File: src/rtl/timer_responder.sv
// -----------------------------------------------------------------------------
// timer_responder
//
// Memory-mapped countdown timer that sits on the CPU data bus as a responder.
// The 16-byte register window at BASE_ADDR is laid out as:
//   +0x0 CTRL   : bit0 EN, bits2:1 MODE, bit3 IM (upper bits read 0)
//   +0x4 PRESET : reload value, R/W
//   +0x8 COUNT  : current count, read-only
//   +0xC        : reads 0, writes ignored
//
// Ports:
//   clk    - system clock, all state changes on the rising edge
//   reset  - asynchronous active-low reset
//   addr   - CPU data address
//   we     - write request for this cycle
//   byteen - per-byte write enables (bit i -> wdata[8i+7:8i])
//   wdata  - write data
//   rdata  - combinational read data (0 when addr is outside the window)
//   irq    - interrupt request, irq_flag gated by CTRL.IM
// -----------------------------------------------------------------------------
module timer_responder #(
  parameter logic [31:0] BASE_ADDR    = 32'h0000_7F00,
  parameter logic [31:0] RESET_PRESET = 32'h0000_0000
) (
  input  logic        clk,
  input  logic        reset,
  input  logic [31:0] addr,
  input  logic        we,
  input  logic [3:0]  byteen,
  input  logic [31:0] wdata,
  output logic [31:0] rdata,
  output logic        irq
);

  typedef enum logic [1:0] {
    S_IDLE = 2'd0,
    S_LOAD = 2'd1,
    S_CNT  = 2'd2,
    S_INT  = 2'd3
  } state_e;

  state_e      state_q, state_d;
  logic [3:0]  ctrl_q, ctrl_d;
  logic [31:0] preset_q, preset_d;
  logic [31:0] count_q, count_d;
  logic        irq_flag_q, irq_flag_d;

  logic        hit;
  logic        wr_commit;
  logic        wr_ctrl;
  logic        wr_preset;
  logic        ctrl_en;
  logic        mode_reload;
  logic [31:0] ctrl_merged;
  logic [31:0] preset_merged;

  // The low address bits are irrelevant to a word-wide register window.
  logic        unused_addr_bits;
  assign unused_addr_bits = ^addr[1:0];

  // Overlay the enabled bytes of wdata on top of an existing word.
  function automatic logic [31:0] merge_bytes(input logic [31:0] old_val,
                                              input logic [31:0] new_val,
                                              input logic [3:0]  be);
    logic [31:0] res;
    res = old_val;
    for (int i = 0; i < 4; i++) begin
      if (be[i]) begin
        res[8*i +: 8] = new_val[8*i +: 8];
      end
    end
    return res;
  endfunction

  assign hit         = (addr[31:4] == BASE_ADDR[31:4]);
  assign wr_commit   = hit & we & (byteen != 4'b0000);
  assign wr_ctrl     = wr_commit & (addr[3:2] == 2'd0);
  assign wr_preset   = wr_commit & (addr[3:2] == 2'd1);
  assign ctrl_en     = ctrl_q[0];
  assign mode_reload = (ctrl_q[2:1] == 2'b01);

  // Read mux: purely combinational, no side effects.
  always_comb begin
    rdata = 32'h0;
    if (hit) begin
      case (addr[3:2])
        2'd0:    rdata = {28'h0, ctrl_q};
        2'd1:    rdata = preset_q;
        2'd2:    rdata = count_q;
        default: rdata = 32'h0;
      endcase
    end
  end

  assign irq = irq_flag_q & ctrl_q[3];

  // Next-state: the FSM acts on current register values first, then any CPU
  // write is layered on top so a committed write always wins over the FSM.
  always_comb begin
    state_d    = state_q;
    ctrl_d     = ctrl_q;
    preset_d   = preset_q;
    count_d    = count_q;
    irq_flag_d = irq_flag_q;

    case (state_q)
      S_IDLE: begin
        if (ctrl_en) begin
          state_d = S_LOAD;
        end
      end
      S_LOAD: begin
        count_d = preset_q;
        state_d = S_CNT;
      end
      S_CNT: begin
        if (!ctrl_en) begin
          state_d = S_IDLE;
        end else if (count_q > 32'd1) begin
          count_d = count_q - 32'd1;
        end else begin
          // 0 or 1 both terminate here, so COUNT never wraps below zero.
          count_d    = 32'd0;
          irq_flag_d = 1'b1;
          state_d    = S_INT;
        end
      end
      S_INT: begin
        state_d = S_IDLE;
        if (mode_reload) begin
          irq_flag_d = 1'b0;   // one-cycle pulse, EN kept for auto-reload
        end else begin
          ctrl_d[0] = 1'b0;    // one-shot: disable, flag stays until CTRL write
        end
      end
      default: state_d = S_IDLE;
    endcase

    ctrl_merged   = merge_bytes({28'h0, ctrl_d}, wdata, byteen);
    preset_merged = merge_bytes(preset_q, wdata, byteen);

    if (wr_ctrl) begin
      ctrl_d     = ctrl_merged[3:0];
      irq_flag_d = 1'b0;
    end
    if (wr_preset) begin
      preset_d = preset_merged;
    end
  end

  always_ff @(posedge clk or negedge reset) begin
    if (!reset) begin
      state_q    <= S_IDLE;
      ctrl_q     <= 4'h0;
      preset_q   <= RESET_PRESET;
      count_q    <= 32'h0;
      irq_flag_q <= 1'b0;
    end else begin
      state_q    <= state_d;
      ctrl_q     <= ctrl_d;
      preset_q   <= preset_d;
      count_q    <= count_d;
      irq_flag_q <= irq_flag_d;
    end
  end

endmodule

File: config.mk
export PLATFORM = sky130hd
export DESIGN_NAME = timer_responder
export DESIGN_NICKNAME = d
export VERILOG_FILES = /design/src/rtl/timer_responder.sv
export SDC_FILE = /design/constraint.sdc
export NUM_CORES = 1
export LEC_CHECK = 0
export CORE_ASPECT_RATIO = 1.2
export CORE_UTILIZATION = 45
export DETAILED_ROUTE_END_ITERATION = 12
export DONT_BUFFER_PORTS = 1
export PLACE_DENSITY_LB_ADDON = 0.05
export REMOVE_ABC_BUFFERS = 1
export SYNTH_ARGS = -nofsm -noshare
export SYNTH_HDL_FRONTEND = slang
export SYNTH_SLANG_ARGS = --single-unit
File: constraint.sdc
create_clock -name clk -period 2.4 [get_ports clk]
set_input_delay 0.36 -clock clk [delete_from_list [all_inputs] [get_ports clk]]
set_output_delay 0.36 -clock clk [all_outputs]
set_load 0.01 [all_outputs]
==> results.txt, run 1 <==
status: finished clean
Buffers on Ports: 0
placed wire-length estimate: 9.83 mm
Slew @ Worst Pin: 0.694 ns
grt ovf: 0
worst vdd rail ir drop: 285 µV
total wire length after detailed routing: 13.8 mm
Tmin final: 2.27 ns
CTS buffer count: 9
first-pass GRT wire length: 21.8 mm
layout cells sized above 1: 0.277
Power Dens Cells: 487 nW/µm²
main flop type after synthesis: dfrtp_1
setup TNS: 0 ns
Layout fillers: 887
Avg Cell Area, Syn: 9.21 µm²
final number of hold-violating endpoints: 0
Critical Path RT: 2.61 ns
CTS tree: done
max-slew violation count: 0
Post-Layout Inst Area: 5430 µm²
die width: 92.1 µm
fin crit share: 0.944
placed inst area: 5070 µm²
critical path class: flop to flop
Total GRT Usage: 0.283
die area: 10100 µm²
Post-route DRC: 0
Post-CTS Repair Setup Buffers: 0
Leak: 2.61 nW
HP Class: input pin to flop
Final ANT Viol Nets: 0
Post-synth EDFFs: 0
Yosys warnings: 0
CP max FO: 7
DRT iter0 DRCs: 300
Vias/cell: 6.34
Setup crit end kind: flop
startpoint class of the critical path: flop
largest net degree at the start of global routing: 72
Critical Path AT: 2.47 ns
via count: 4238
Reg clk slew, reported paths: 0.06 ns
Clock Sink Count: 71
GP Congestion: 0.931
Post-Synthesis Cells: 476
die height: 110 µm
# rows: 39
relative slew slack: 0.537
initial antenna violation count: 0
Final #Nets: 613
final setup vio count: 0
Avg WL per Cell: 20.7 µm
worst skew pair latency: 0.33 ns
utilization after layout: 0.570
Max Clock Freq: 441 MHz
starting density of the core: 0.460
FF+latch count, synth: 71
Max H-tree Level: 3
root buffer cell: clkbuf_16
FFs w/ async S/R, synth: 1.00
RSZ-0062 raised after global routing: false
Ports: 104
Post-Syn Area: 4380 µm²
Area Growth Syn to Fin: 23.8%
Core Footprint: 9520 µm²
# Max-Cap Violations: 0
Longest Clk Path Bufs: 2
antenna diode count: 0
first drt pass iteration count: 5
clk_skew: 0.00926 ns
sequential fraction of the synthesis area: 0.405
vias in the first global route: 4020
synth unique cells: 57
-- stage by stage --
stage	total power, W	instances	hold WS [ns]	worst slack (ns)
finish	0.00264	668	0.156	0.134
global route	0.00272	668	0.163	0.0116
CTS	0.00268	668	0.147	0.122
detailed placement	0.00125	650	0.0659	0.126
global placement	0.00125	650	0.0658	0.149
floorplan	0.00124	441	0.0644	-0.203
-- registers in the layout, indices dropped and copies added (netlist names) --
| register | cells |
|---|---|
| count_q | 32 |
| ctrl_q | 4 |
| irq_flag_q | 1 |
| preset_q | 32 |
| state_q | 2 |
-- cells in the mapped netlist (2+ instances only) --
library cell,n,area [µm²]
o31a_1,2,17.5
dfrtp_1,71,1780
or4_1,10,75.1
a41o_1,2,20.0
a22o_1,4,35.0
nor2b_1,6,37.5
mux2_2,35,394
mux2i_1,5,50.1
o41ai_1,4,35.0
buf_2,2,10.0
nand2b_1,2,12.5
and2_1,4,25.0
a22oi_1,31,233
nand4_2,4,50.1
a32oi_1,2,17.5
o31ai_1,8,60.1
nand2_1,27,101
inv_1,10,37.5
o22ai_1,2,12.5
and3_1,14,87.6
o311ai_0,5,43.8
ha_1,2,25.0
clkbuf_1,30,113
a21oi_1,24,120
a311o_1,2,20.0
o2111ai_1,5,43.8
o221ai_1,2,17.5
nand4b_1,2,17.5
o211ai_1,7,52.6
or3_1,5,31.3
nor4_1,15,93.8
nor3_1,12,60.1
nor2_1,54,203
o21ai_0,6,30.0
and4_1,4,35.0
a31oi_1,2,12.5
nand3_1,18,90.1
nand4_1,17,106
-- critical path, stage by stage, from the launching register on --
cell      delay (ns)
dfrtp_1         0.42
nor4_1          0.34
buf_4           0.18
and4_1          0.26
nand4_1         0.32
buf_4           0.29
a31oi_1         0.21
o211ai_1        0.11
-- cell type report --
class	count	area (µm²)	share of cell area
well taps	123	154	0.0284
clock buffers	13	270	0.0498
clock inverters	3	40.0	0.00738
flip-flops and latches	71	1780	0.327
repair buffers	88	708	0.131
inverters	10	37.5	0.00692
multi-input cells	360	2440	0.450
-- routing by layer --
metal,global-route usage,share of wire
met5,0,0
met1,0.372,0.44
met4,0.114,0.025
met2,0.471,0.49
met3,0.0412,0.048
-- power by group --
part,switching (W),internal (W)
Clock,0.000496,0.000886
Combinational,0.0000464,0.0000162
Sequential,0.000000000125,0.00120
Total,0.000543,0.00210
-- cells by family after synthesis --
family,synth area share
simple gates,0.261
compound gates,0.184
flops,0.405
buf+inv,0.0417
mux,0.101
fa+ha+maj,0.00571
-- cell usage in the layout, fill, tap and decap left out, types with 3 or more instances in the layout --
master,n
buf_4,84
dfrtp_1,71
nor2_1,54
mux2_2,35
a22oi_1,31
nand2_1,27
a21oi_1,24
nand3_1,18
nand4_1,17
and3_1,14
nor4_1,13
nor3_1,12
inv_1,10
or4_1,10
clkbuf_16,9
o31ai_1,8
o211ai_1,7
o21ai_0,6
mux2i_1,5
o311ai_0,5
or3_1,5
o2111ai_1,5
nor2b_1,4
and2_1,4
and4_1,4
o41ai_1,4
a22o_1,4
nand4_2,4
nor4_2,3
clkbuf_8,3
-- path summary, 6_finish.rpt --
path,slack [ns],cells past startpoint,to,from
min reg2reg,0.53,2,count_q[15]$_DFFE_PN0P_,preset_q[15]$_DFFE_PN0P_
min in group asynchronous,0.58,2,count_q[13]$_DFFE_PN0P_,reset
min,0.16,2,ctrl_q[0]$_DFF_PN0_,wdata[0]
max reg2reg,0.13,7,count_q[28]$_DFFE_PN0P_,count_q[21]$_DFFE_PN0P_
max,0.13,7,count_q[28]$_DFFE_PN0P_,count_q[21]$_DFFE_PN0P_
max in group asynchronous,1.51,2,count_q[30]$_DFFE_PN0P_,reset
-- repair_timing --
action,CTS,global route
resized for setup,0,2
hold buffers,2,0
endpoints found under the setup margin,0,8
endpoints found under the hold margin,71,0
Power figures use the tool's default switching activity.
==> run 2: changes to the inputs <==
--- a/config.mk
+++ b/config.mk
@@ -7,10 +7,13 @@
 export LEC_CHECK = 0
 export CORE_ASPECT_RATIO = 1.2
 export CORE_UTILIZATION = 45
+export CTS_CLUSTER_DIAMETER = 50
 export DETAILED_ROUTE_END_ITERATION = 12
 export DONT_BUFFER_PORTS = 1
 export PLACE_DENSITY_LB_ADDON = 0.05
 export REMOVE_ABC_BUFFERS = 1
+export SETUP_SLACK_MARGIN = 0.1
+export SLEW_MARGIN = 20
 export SYNTH_ARGS = -nofsm -noshare
 export SYNTH_HDL_FRONTEND = slang
 export SYNTH_SLANG_ARGS = --single-unit
==> run 2 against run 1 <==
Sequential share of layout area fell by 0.12 points. Critical path depth fell by 1. Critical path type is now input pin to output pin. Worst hold slack got worse by 0.00092 ns. Final cell count rose by 0.15%. Final area rose by 0.37%. Non-clock buffer count rose by 1.
==> results.txt, run 2 (synthesis gave the netlist of run 1 again) <==
root buffer cell: clkbuf_16
non-filler instance count after layout: 669
Avg WL per Cell: 20.8 µm
Longest Clk Path Bufs: 2
Max H-tree Level: 3
placed wire-length estimate: 9.83 mm
final setup vio count: 0
HP Class: input pin to flop
RSZ-0062 raised after global routing: true
clk_skew: 0.00801 ns
total wire length after detailed routing: 13.9 mm
via count: 4289
Pwr Total: 0.00264 W
initial antenna violation count: 0
Critical Path RT: 2.04 ns
Slew @ Worst Pin: 0.706 ns
Core Footprint: 9520 µm²
final number of hold-violating endpoints: 0
Post-route DRC: 0
status: finished clean
first drt pass iteration count: 5
largest net degree at the start of global routing: 72
vias in the first global route: 4020
Total GRT Usage: 0.283
Layout fillers: 886
die area: 10100 µm²
# Max-Cap Violations: 0
fin crit share: 0.932
die width: 92.1 µm
first-pass GRT wire length: 21.8 mm
CTS tree: done
biggest regs: count_q (32), preset_q (32), ctrl_q (4)
CTS buffer count: 9
Final #Nets: 614
Buffers on Ports: 0
Power Dens Cells: 485 nW/µm²
GP Congestion: 0.931
worst skew pair latency: 0.33 ns
worst vdd rail ir drop: 287 µV
die height: 110 µm
most common cell after layout, fill and taps aside: buf_4
Setup crit end kind: output pin
relative slew slack: 0.529
Vias/cell: 6.41
CP max FO: 32
Clock Sink Count: 71
Final ANT Viol Nets: 0
Leak: 2.62 nW
Reg clk slew, reported paths: 0.06 ns
layout cells sized above 1: 0.284
startpoint class of the critical path: input pin
Post-Layout Inst Area: 5450 µm²
grt ovf: 0
antenna diode count: 0
most frequent cells in the layout: 85 x buf_4, 71 x dfrtp_1, 54 x nor2_1, 35 x mux2_2, 31 x a22oi_1
critical path class: input pin to output pin
Ports: 104
placed inst area: 5070 µm²
placed insts: 650
Tmin final: 2.24 ns
# rows: 39
starting density of the core: 0.460
Critical Path AT: 1.88 ns
Area Growth Syn to Fin: 24.3%
Max Clock Freq: 447 MHz
max-slew violation count: 0
DRT iter0 DRCs: 274
utilization after layout: 0.572
## run 2: cell types whose count changed in the layout (fill, tap and decap cells not counted)
cell	change
buf_4	+1
ha_1	-1
ha_2	+1
nor4_1	-1
nor4_2	+1
or4_1	-1
or4_4	+1
## run 2: stage by stage
stage / TNS (ns) / setup WS [ns] / hold slack [ns]
floorplan: -9.29 / -0.203 / 0.0644
global placement: 0 / 0.149 / 0.0658
detailed placement: 0 / 0.126 / 0.0659
CTS: 0 / 0.122 / 0.147
global route: 0 / 0.0898 / 0.163
finish: 0 / 0.163 / 0.156
## run 2: worst paths after layout
check                                         start                 endpoint  slack, ns  depth (start not counted)
min in group asynchronous                     reset  count_q[13]$_DFFE_PN0P_       0.58                          2
hold reg to reg            preset_q[15]$_DFFE_PN0P_  count_q[15]$_DFFE_PN0P_       0.53                          2
setup / recovery                            addr[5]                rdata[18]       0.16                          6
max in group asynchronous                     reset  count_q[24]$_DFFE_PN0P_       1.52                          2
setup reg to reg             count_q[0]$_DFFE_PN0P_  count_q[15]$_DFFE_PN0P_       0.18                          6
hold / removal                             wdata[0]      ctrl_q[0]$_DFF_PN0_       0.16                          2
## run 2: power breakdown
| part | internal (W) | total [W] | leakage [nW] | switching, W |
|---|---|---|---|---|
| Clock | 0.000886 | 0.00138 | 0.156 | 0.000494 |
| Sequential | 0.00120 | 0.00120 | 0.987 | 0.000000000125 |
| Combinational | 0.0000162 | 0.0000627 | 1.48 | 0.0000465 |
| Total | 0.00210 | 0.00264 | 2.62 | 0.000541 |
## run 2: repair_timing
item,4_1_cts,5_1_grt
hold buffers,2,0
buffers inserted,0,1
setup endpoints to repair,0,51
hold endpoints to repair,71,0
resized for setup,0,5
## run 2: worst max-delay path, stage by stage
cell,delay [ns]
nor4_1,0.26
nand4_1,0.20
or4_4,0.59
buf_12,0.19
nor2_1,0.13
buf_4,0.13
## run 2: per-layer routing
layer	part of all wire	up-vias	track usage
met1	0.44	2118	0.372
met4	0.023	0	0.114
met2	0.49	167	0.471
li1	-	1977	-
met3	0.050	27	0.0412
met5	0	-	0
## run 2: area by class of cell
type                       count  area (µm²)  share of cell area
clock buffer                  13         270              0.0496
clock inverter                 3        40.0             0.00735
inverter                      10        37.5             0.00689
multi-input combinational    360        2450               0.450
sequential                    71        1780               0.326
tap                          123         154              0.0283
timing repair buffer          89         716               0.131
